[src/rtl/mips_fetch_pkg.sv]
// Shared types and defaults for the MIPS fetch stage: FSM state encoding,
// redirect-select encoding and memory-range defaults.
package mips_fetch_pkg;

  localparam int unsigned DEFAULT_RESET_PC   = 0;
  localparam int unsigned DEFAULT_IMEM_DEPTH = 256;

  typedef enum logic [1:0] {
    ST_ISSUE = 2'd0,
    ST_WAIT  = 2'd1,
    ST_VALID = 2'd2,
    ST_HALT  = 2'd3
  } fetch_state_t;

  typedef enum logic [1:0] {
    SEL_SEQ    = 2'd0,
    SEL_BRANCH = 2'd1,
    SEL_JUMP   = 2'd2,
    SEL_JR     = 2'd3
  } redirect_sel_t;

  // Redirect priority: jr > jump > branch > sequential.
  function automatic redirect_sel_t select_redirect(input logic jr,
                                                    input logic jump,
                                                    input logic branch_taken);
    if (jr)                return SEL_JR;
    else if (jump)         return SEL_JUMP;
    else if (branch_taken) return SEL_BRANCH;
    else                   return SEL_SEQ;
  endfunction

endpackage

[src/rtl/next_pc_calc.sv]
// Combinational next-PC selection for the fetch stage, with a range check
// applied to the wrapped result.
module next_pc_calc
  import mips_fetch_pkg::*;
#(
  parameter int unsigned PC_WIDTH   = 16,
  parameter int unsigned IMEM_DEPTH = DEFAULT_IMEM_DEPTH
) (
  input  logic [PC_WIDTH-1:0] instr_pc,
  input  logic                branch_taken,
  input  logic [PC_WIDTH-1:0] branch_offset,
  input  logic                jump,
  input  logic [25:0]         jump_target,
  input  logic                jr,
  input  logic [PC_WIDTH-1:0] jr_target,
  output logic [PC_WIDTH-1:0] next_pc,
  output logic                out_of_range
);

  logic [PC_WIDTH-1:0] seq_pc;
  redirect_sel_t       sel;

  assign seq_pc = instr_pc + PC_WIDTH'(1);
  assign sel    = select_redirect(jr, jump, branch_taken);

  always_comb begin
    next_pc = seq_pc;
    unique case (sel)
      SEL_JR:     next_pc = jr_target;
      SEL_JUMP:   next_pc = PC_WIDTH'(jump_target);
      SEL_BRANCH: next_pc = seq_pc + branch_offset;
      default:    next_pc = seq_pc;
    endcase
  end

  // Sums above already wrapped modulo 2^PC_WIDTH; compare the wrapped value.
  assign out_of_range = (32'(next_pc) >= 32'(IMEM_DEPTH));

endmodule

[src/rtl/pc_fetch_unit.sv]
// Fetch stage: owns the PC, captures instruction memory data and hands it to
// decode. Define FETCH_PERF_CNT_EN to build the fetch_count handshake counter.
module pc_fetch_unit
  import mips_fetch_pkg::*;
#(
  parameter int unsigned PC_WIDTH    = 16,
  parameter int unsigned INSTR_WIDTH = 32,
  parameter int unsigned IMEM_DEPTH  = DEFAULT_IMEM_DEPTH,
  parameter int unsigned RESET_PC    = DEFAULT_RESET_PC
) (
  input  logic                   clk,
  input  logic                   reset,
  output logic [PC_WIDTH-1:0]    pc,
  input  logic [INSTR_WIDTH-1:0] instruction_in,
  output logic [INSTR_WIDTH-1:0] instr_out,
  output logic [PC_WIDTH-1:0]    instr_pc,
  output logic                   instr_valid,
  input  logic                   instr_ready,
  input  logic                   branch_taken,
  input  logic [PC_WIDTH-1:0]    branch_offset,
  input  logic                   jump,
  input  logic [25:0]            jump_target,
  input  logic                   jr,
  input  logic [PC_WIDTH-1:0]    jr_target,
  output logic                   halt,
  output logic [31:0]            fetch_count
);

  fetch_state_t           state_reg, state_next;
  logic [PC_WIDTH-1:0]    pc_reg;
  logic [PC_WIDTH-1:0]    instr_pc_reg;
  logic [INSTR_WIDTH-1:0] instr_out_reg;
  logic [PC_WIDTH-1:0]    next_pc;
  logic                   out_of_range;
  logic                   handshake;

  next_pc_calc #(
    .PC_WIDTH   (PC_WIDTH),
    .IMEM_DEPTH (IMEM_DEPTH)
  ) u_next_pc_calc (
    .instr_pc      (instr_pc_reg),
    .branch_taken  (branch_taken),
    .branch_offset (branch_offset),
    .jump          (jump),
    .jump_target   (jump_target),
    .jr            (jr),
    .jr_target     (jr_target),
    .next_pc       (next_pc),
    .out_of_range  (out_of_range)
  );

  always_ff @(posedge clk or posedge reset) begin
    if (reset) state_reg <= ST_ISSUE;
    else       state_reg <= state_next;
  end

  always_comb begin
    state_next = state_reg;
    unique case (state_reg)
      ST_ISSUE: state_next = ST_WAIT;
      ST_WAIT:  state_next = ST_VALID;
      ST_VALID: if (instr_ready) state_next = out_of_range ? ST_HALT : ST_ISSUE;
      default:  state_next = ST_HALT;
    endcase
  end

  always_comb begin
    instr_valid = (state_reg == ST_VALID);
    halt        = (state_reg == ST_HALT);
  end

  assign handshake = instr_valid && instr_ready;

  // The out-of-range PC is still loaded on the halting handshake, then frozen.
  always_ff @(posedge clk or posedge reset) begin
    if (reset) begin
      pc_reg        <= PC_WIDTH'(RESET_PC);
      instr_pc_reg  <= '0;
      instr_out_reg <= '0;
    end else begin
      if (state_reg == ST_WAIT) begin
        instr_out_reg <= instruction_in;
        instr_pc_reg  <= pc_reg;
      end
      if (handshake) pc_reg <= next_pc;
    end
  end

  assign pc        = pc_reg;
  assign instr_pc  = instr_pc_reg;
  assign instr_out = instr_out_reg;

`ifdef FETCH_PERF_CNT_EN
  logic [31:0] fetch_count_reg;

  always_ff @(posedge clk or posedge reset) begin
    if (reset)          fetch_count_reg <= '0;
    else if (handshake) fetch_count_reg <= fetch_count_reg + 32'd1;
  end

  assign fetch_count = fetch_count_reg;
`else
  assign fetch_count = '0;
`endif

endmodule

[config.mk]
export PLATFORM = sky130hd
export DESIGN_NAME = pc_fetch_unit
export DESIGN_NICKNAME = d
export VERILOG_FILES = /design/src/rtl/mips_fetch_pkg.sv /design/src/rtl/next_pc_calc.sv /design/src/rtl/pc_fetch_unit.sv
export SDC_FILE = /design/constraint.sdc
export NUM_CORES = 1
export LEC_CHECK = 0
export CAP_MARGIN = 25
export CORE_ASPECT_RATIO = 0.9
export CORE_MARGIN = 5
export CORE_UTILIZATION = 38
export CTS_CLUSTER_SIZE = 16
export DETAILED_ROUTE_END_ITERATION = 6
export PLACE_DENSITY_LB_ADDON = 0.1
export SLEW_MARGIN = 15
export SYNTH_ARGS = -nofsm -noshare
export SYNTH_HDL_FRONTEND = slang
export SYNTH_SLANG_ARGS = --single-unit
export TNS_END_PERCENT = 1
[constraint.sdc]
create_clock -name clk -period 3 [get_ports clk]
set_input_delay 0.6 -clock clk [delete_from_list [all_inputs] [get_ports clk]]
set_output_delay 0.6 -clock clk [all_outputs]
set_load 0.02 [all_outputs]
* Yosys cells after proc, flatten, opt, wreduce, memory -nomap -nowiden
Cells that the tools add are included.
Word-level totals: register bits 66, input bits 96, output and inout bits 98, logic and storage cells 23
Operators by class: add/subtract/negate cells 2, order comparisons 1, eq/ne operators 7, muxes and demuxes 7, reductions and logical operators 2
Operators with widths (number):
- $pmux 16 s3 | 1
- $add 16x1->16 const B | 1
- $add 16x16->16 | 1
- $ge 16x9->1 const B | 1
- $eq 2x2->1 const B | 4
- $mux 2 | 4
- $pmux 2 s3 | 1
- $eq 2x1->1 const B | 2
- $logic_not 2->1 | 1
- $ne 2x1->1 const B | 1
- $logic_and 1x1->1 | 1
- $mux 1 | 1

* Longest topological paths before layout
depth after elaboration 9, mapped depth 15, gate-level depth less buffers 14

* Modules after synthesis
Synthesis repeated with hierarchy kept, for this count alone.
Unflattened totals: cells, all modules 387, area, all modules 4191.5 um^2
By module, submodules not included:
- pc_fetch_unit | instances 1, cells an instance 178, area an instance 2793.9 um^2, sequential area each 1651.6 um^2
- next_pc_calc | instances 1, cells an instance 209, area an instance 1397.6 um^2, sequential area each 0.0 um^2

* Worst setup path before layout
Ideal clock, no wire load.
path type reg2reg, from reg instr_pc_reg[0] (netlist: instr_pc[0]), to reg state_reg[0], setup time 0.141 ns, arrival 3.088 ns, data required time 2.859 ns, slack -0.229 ns, cell stages (with the launch flop) 15, buffers on the path 0, period minus slack after synthesis 3.229 ns, path through dfrtp_1 > ha_1 > nand3_1 > nor3_1 > xnor2_1 > inv_1 > ha_1 > or3_1 > a31o_1 > a31oi_2 > xnor2_1 > a221oi_2 > o2111ai_1 > nor4_2 > o22ai_1
Between the ends: word-level cells in the longest chain between the ends 7
Ends and longest elaborated chain:
- start: declaration | line pc_fetch_unit.sv:31 | logic [PC_WIDTH-1:0] instr_pc_reg;
- start signal: assignment | line pc_fetch_unit.sv:83 | instr_pc_reg <= pc_reg;
- $add 16x1->16 * | line next_pc_calc.sv:23 | assign seq_pc = instr_pc + PC_WIDTH'(1);
- $add 16x16->16 | line next_pc_calc.sv:31 | SEL_BRANCH: next_pc = seq_pc + branch_offset;
- $pmux 16 s3 * | line next_pc_calc.sv:28 | unique case (sel)
- $ge 16x9->1 * | line next_pc_calc.sv:37 | assign out_of_range = (32'(next_pc) >= 32'(IMEM_DEPTH));
- $mux 2 * (2 in series) | line pc_fetch_unit.sv:62 | ST_VALID: if (instr_ready) state_next = out_of_range ? ST_HALT : ST_ISSUE;
- $pmux 2 s3 * | line pc_fetch_unit.sv:59 | unique case (state_reg)
- end signal: assignment | line pc_fetch_unit.sv:54 | else state_reg <= state_next;
- end: declaration | line pc_fetch_unit.sv:29 | fetch_state_t state_reg, state_next;
Mark *: on every way between the ends. The rest lies on a longest branch, timed or not. The select of a mux whose other input is x is not followed. A chain may end at the register's enable or synchronous reset.

* Worst setup path after layout
from in branch_offset[0], to reg state_reg[1]
Between the ends: word-level cells in the longest chain between the ends 6
Ends and longest elaborated chain:
- start: declaration | line pc_fetch_unit.sv:20 | input logic [PC_WIDTH-1:0] branch_offset,
- $add 16x16->16 | line next_pc_calc.sv:31
- $pmux 16 s3 | line next_pc_calc.sv:28
- $ge 16x9->1 | line next_pc_calc.sv:37
- $mux 2 (2 in series) | line pc_fetch_unit.sv:62
- $pmux 2 s3 | line pc_fetch_unit.sv:59
No other way between the ends. The select of a mux whose other input is x is not followed.

==> metrics list <==
* Synthesis-to-layout area growth: 61.3%
* Largest family of logic cells by synthesized area: multiplexers
- Final Max Tran Viols: 0
* GPL Wtd Cong: 0.925
- Number of synthesized register bits: 66
- At the later pin of the worst-skew pair, clock insertion delay measures 320 ps.
* Max-cap violation count: 0
* Crit-path cells: clkdlybuf4s50_1 > ha_2 > fa_2 > a211oi_2 > o211ai_1 > a31o_1 > a31oi_2 > xnor2_1 > a221oi_2 > o2111ai_4 > nor4_4 > a31oi_1
* Ys Warns: 0
* Count of routing violations after the opening detailed-route iteration: roughly 230
- Clock-pin slew reported for the worst setup and hold paths after clock tree synthesis: 50 ps
- By instance count, the leading cell after synthesis is sky130_fd_sc_hd__dfrtp_1.
- Post-DR vias/cell: between 4 and 5
- Post-detail-place hpwl: between 9000 and 10000 um
- Hold repair after CTS inserted 0 buffers.
* Kind of end point of the critical path: register
- Final WS setup: -202 ps
- For this run, the share of the core covered by cells in the final layout is 0.620.
- For the final routed database, the setup TNS stands at -548 ps.
* Hold/Removal Path Class: reg -> reg
* Via Count: 3716
* Final antenna-violating net count: 0
- 0 antenna diodes ended up in the layout.
- Root buffer cell: sky130_fd_sc_hd__clkbuf_16
* Part of the Yosys area used for sequential elements: 0.401
- In this run the worst path has a maximum fanout of 2.
* Floorplan die width: 120 um
- Of the available clock period, the critical path in the final layout requires 1.07.
- Worst-case vdd ir drop: 356 uV
* Critical path startpoint category: input pin
* Crit-path slowest cell: sky130_fd_sc_hd__clkdlybuf4s50_1
- Transition time of the tightest slew-check pin: between 900 and 1000 ps
- After detailed routing, the number of remaining DRC violations is 0.
* Unrepaired setup endpoints after global routing: yes
- Between clock sinks in the finished design, the worst skew comes to 2.68 ps.
- Non-filler instance count after layout: 754
- Overall overflow remaining after global route: 0
* Via count of the first global-routing pass: 3892
- Number of flip-flops in the largest register: 32
- Proportion of register bits with asynchronous set or reset after synthesis: 1.00
- Compound-cell area share of the yosys netlist: 0.144
* Clock buffer count from CTS: 9
* Worst path arrival time: 3400 ps
- Xor-xnor portion of the synthesized cell area: 0.0616
- Sorting the synthesized cells by area gives the leading types as sky130_fd_sc_hd__dfrtp_1, sky130_fd_sc_hd__mux2_2, sky130_fd_sc_hd__buf_4.
- Post-route total power: 2460 uW
- Violations in the final reports: setup timing
- Std-Cell Core Area: 10700 sq um
- In this run the number of cells on the critical path is 12.
* Drt wl/cell: 16.4 um
- After synthesis the cells add up to 4120 sq um.
* Type of the worst setup path: in -> reg
- The kind of cell with the highest combined delay along the critical path is compound AO/OA/AOI/OAI gates.
- Input and output buffers added on the ports amount to 151.
* Average cell area after synthesis: 10.3 sq um
- Counting every sink on the clock net gives 66.
* Tmin final: between 3000 and 4000 ps
* Die ar.: 13000 sq um
* Headroom to the max-slew limit: 0.336
- Yosys mapped the design onto 57 distinct sky130hd cell types.
* Slowest stage delay, CP: 410 ps
- Measured against the total synthesized area, the mux share comes to 0.146.
- Achievable frequency: ~0.31 GHz
- The share of synthesized area in the top cell type comes to 0.401.
- Required @ worst endpoint: 3190 ps
- Leakage power: 0.00298 uW
* Dominant register cell in the synthesized netlist: sky130_fd_sc_hd__dfrtp_1
* Number of cells traversed by the worst hold path: 1
- Length in cells of the worst reg-to-reg path: 13
* Fillers: 918
- Power density normalized to cell area: 370 nW/um^2
- In the final layout, the share of cells above drive strength 1 is 0.296.
- The run finished, with violations left.
- Number of optimization iterations in the first detailed-route pass: 5
* Area fraction in and, or, nand and nor cells after synthesis: 0.0984
- Top Ports: 194
- The H-tree was split into 3 levels.
- Row count: 36
* Vertical die dimension: ~110 um
- Deepest clock path buffer count: 2
- Top cell types by occurrence after synthesis: sky130_fd_sc_hd__dfrtp_1, sky130_fd_sc_hd__mux2_2, sky130_fd_sc_hd__buf_4
* Clock tree from TritonCTS: yes
- Entering global routing, the biggest net connects 37 pins.
- Number of placed cells counting well taps: 732
* GRT Util Overall: 0.186
* Starting utilization of the core area: 0.384
- Post-synthesis adder-cell area fraction: 0.0565
- Post-Synthesis Cells: 400
* Number of setup violations in the final report: 5
* Number of buffers and inverters on the critical path: 1
* Post-layout net count: between 700 and 800
* Cell taking the most area after synthesis: sky130_fd_sc_hd__dfrtp_1
- Number of flops mapped to enable cells by yosys: 0
* Hold violation total from the final report: 0
* First-pass GRT wire length: 19300 um
- Antenna violations before repair: 0
* Routed WL: 12400 um
[per-layer routing]
layer,wire length (um),GRT usage
met4,170,0.0425
met5,0,0
met2,5950,0.311
met1,5350,0.239
met3,909,0.0560
[layout make-up]
class                           count  area [sq um]  area share
Clock inverter                      6          80.1      0.0120
Tap cell                          133           166      0.0250
Clock buffer                       10           239      0.0359
Multi-Input combinational cell    303          2400       0.361
Inverter                           16          60.1     0.00903
Timing Repair Buffer              220          2050       0.308
Sequential cell                    66          1660       0.250
[cell usage in the layout, fill, tap and decap left out, drive strengths merged, types with 2 or more instances in the layout]
| master | netlist | layout |
|---|---|---|
| clkdlybuf4s50 | 0 | 151 |
| buf | 37 | 69 |
| dfrtp | 66 | 66 |
| mux2 | 53 | 53 |
| conb | 1 | 32 |
| nand2 | 31 | 31 |
| nor2 | 23 | 23 |
| o21ai | 23 | 23 |
| a21oi | 19 | 19 |
| xnor2 | 18 | 18 |
| ha | 17 | 17 |
| inv | 15 | 15 |
| xor2 | 11 | 11 |
| nand3 | 11 | 11 |
| clkbuf | 9 | 10 |
| a221oi | 7 | 7 |
| nor3 | 6 | 6 |
| clkinv | 1 | 5 |
| o22ai | 4 | 4 |
| nor4 | 4 | 4 |
| a222oi | 3 | 3 |
| nand2b | 3 | 3 |
| a21o | 3 | 3 |
| a31oi | 3 | 3 |
| nand4 | 2 | 2 |
| nor2b | 2 | 2 |
| and2 | 2 | 2 |
| a22oi | 2 | 2 |
| o221ai | 2 | 2 |
| o211ai | 2 | 2 |
| or2b | 2 | 2 |
| bufinv | 0 | 2 |
| a21boi | 2 | 2 |
| o21bai | 2 | 2 |
| o2111ai | 2 | 2 |
[path summary, 6_finish.rpt]
path | slack (ps) | end | from
setup / recovery | -200 | state_reg[1] | branch_offset[0]
hold / removal | 500 | instr_out[9] | instr_out[9]
setup reg to reg | -190 | state_reg[1] | instr_pc[0]
hold reg to reg | 500 | instr_out[9] | instr_out[9]
max in group asynchronous | 1640 | instr_pc[5] | reset
min in group asynchronous | 630 | instr_out[20] | reset
[logic make-up (layout without fill, tap and decap cells)]
kind of cell	count (synthesis)	after routing
simple gates	88	88
compound gates	83	83
flops	66	66
buf+inv	62	252
mux	53	53
xor+xnor	29	29
fa+ha+maj	18	18
other cells	1	32
[per-stage QoR]
step / hold WS, ps / instance area [sq um] / setup slack [ps]
6_report: 502 / 6650 / -202
5_1_grt: 512 / 6650 / -439
4_1_cts: 504 / 6620 / -157
3_5_place_dp: 492 / 6130 / -627
3_3_place_gp: 486 / 6130 / -594
2_1_floorplan: 538 / 4290 / 0.859
[power by group]
group / total, uW / switching (uW) / internal (uW) / leakage [uW]
Sequential: 923 / 10.1 / 913 / 0.000826
Clock: 1120 / 373 / 743 / 0.000162
Combinational: 424 / 200 / 224 / 0.00200
Total: 2460 / 583 / 1880 / 0.00298
[timing repair]
action / CTS / global route
endpoints found under the setup margin: 6 / 8
gates resized for setup: 22 / 5
pin swaps: 17 / 7
setup buffers: 5 / 1
No activity file was read; power rests on OpenSTA's default activity.
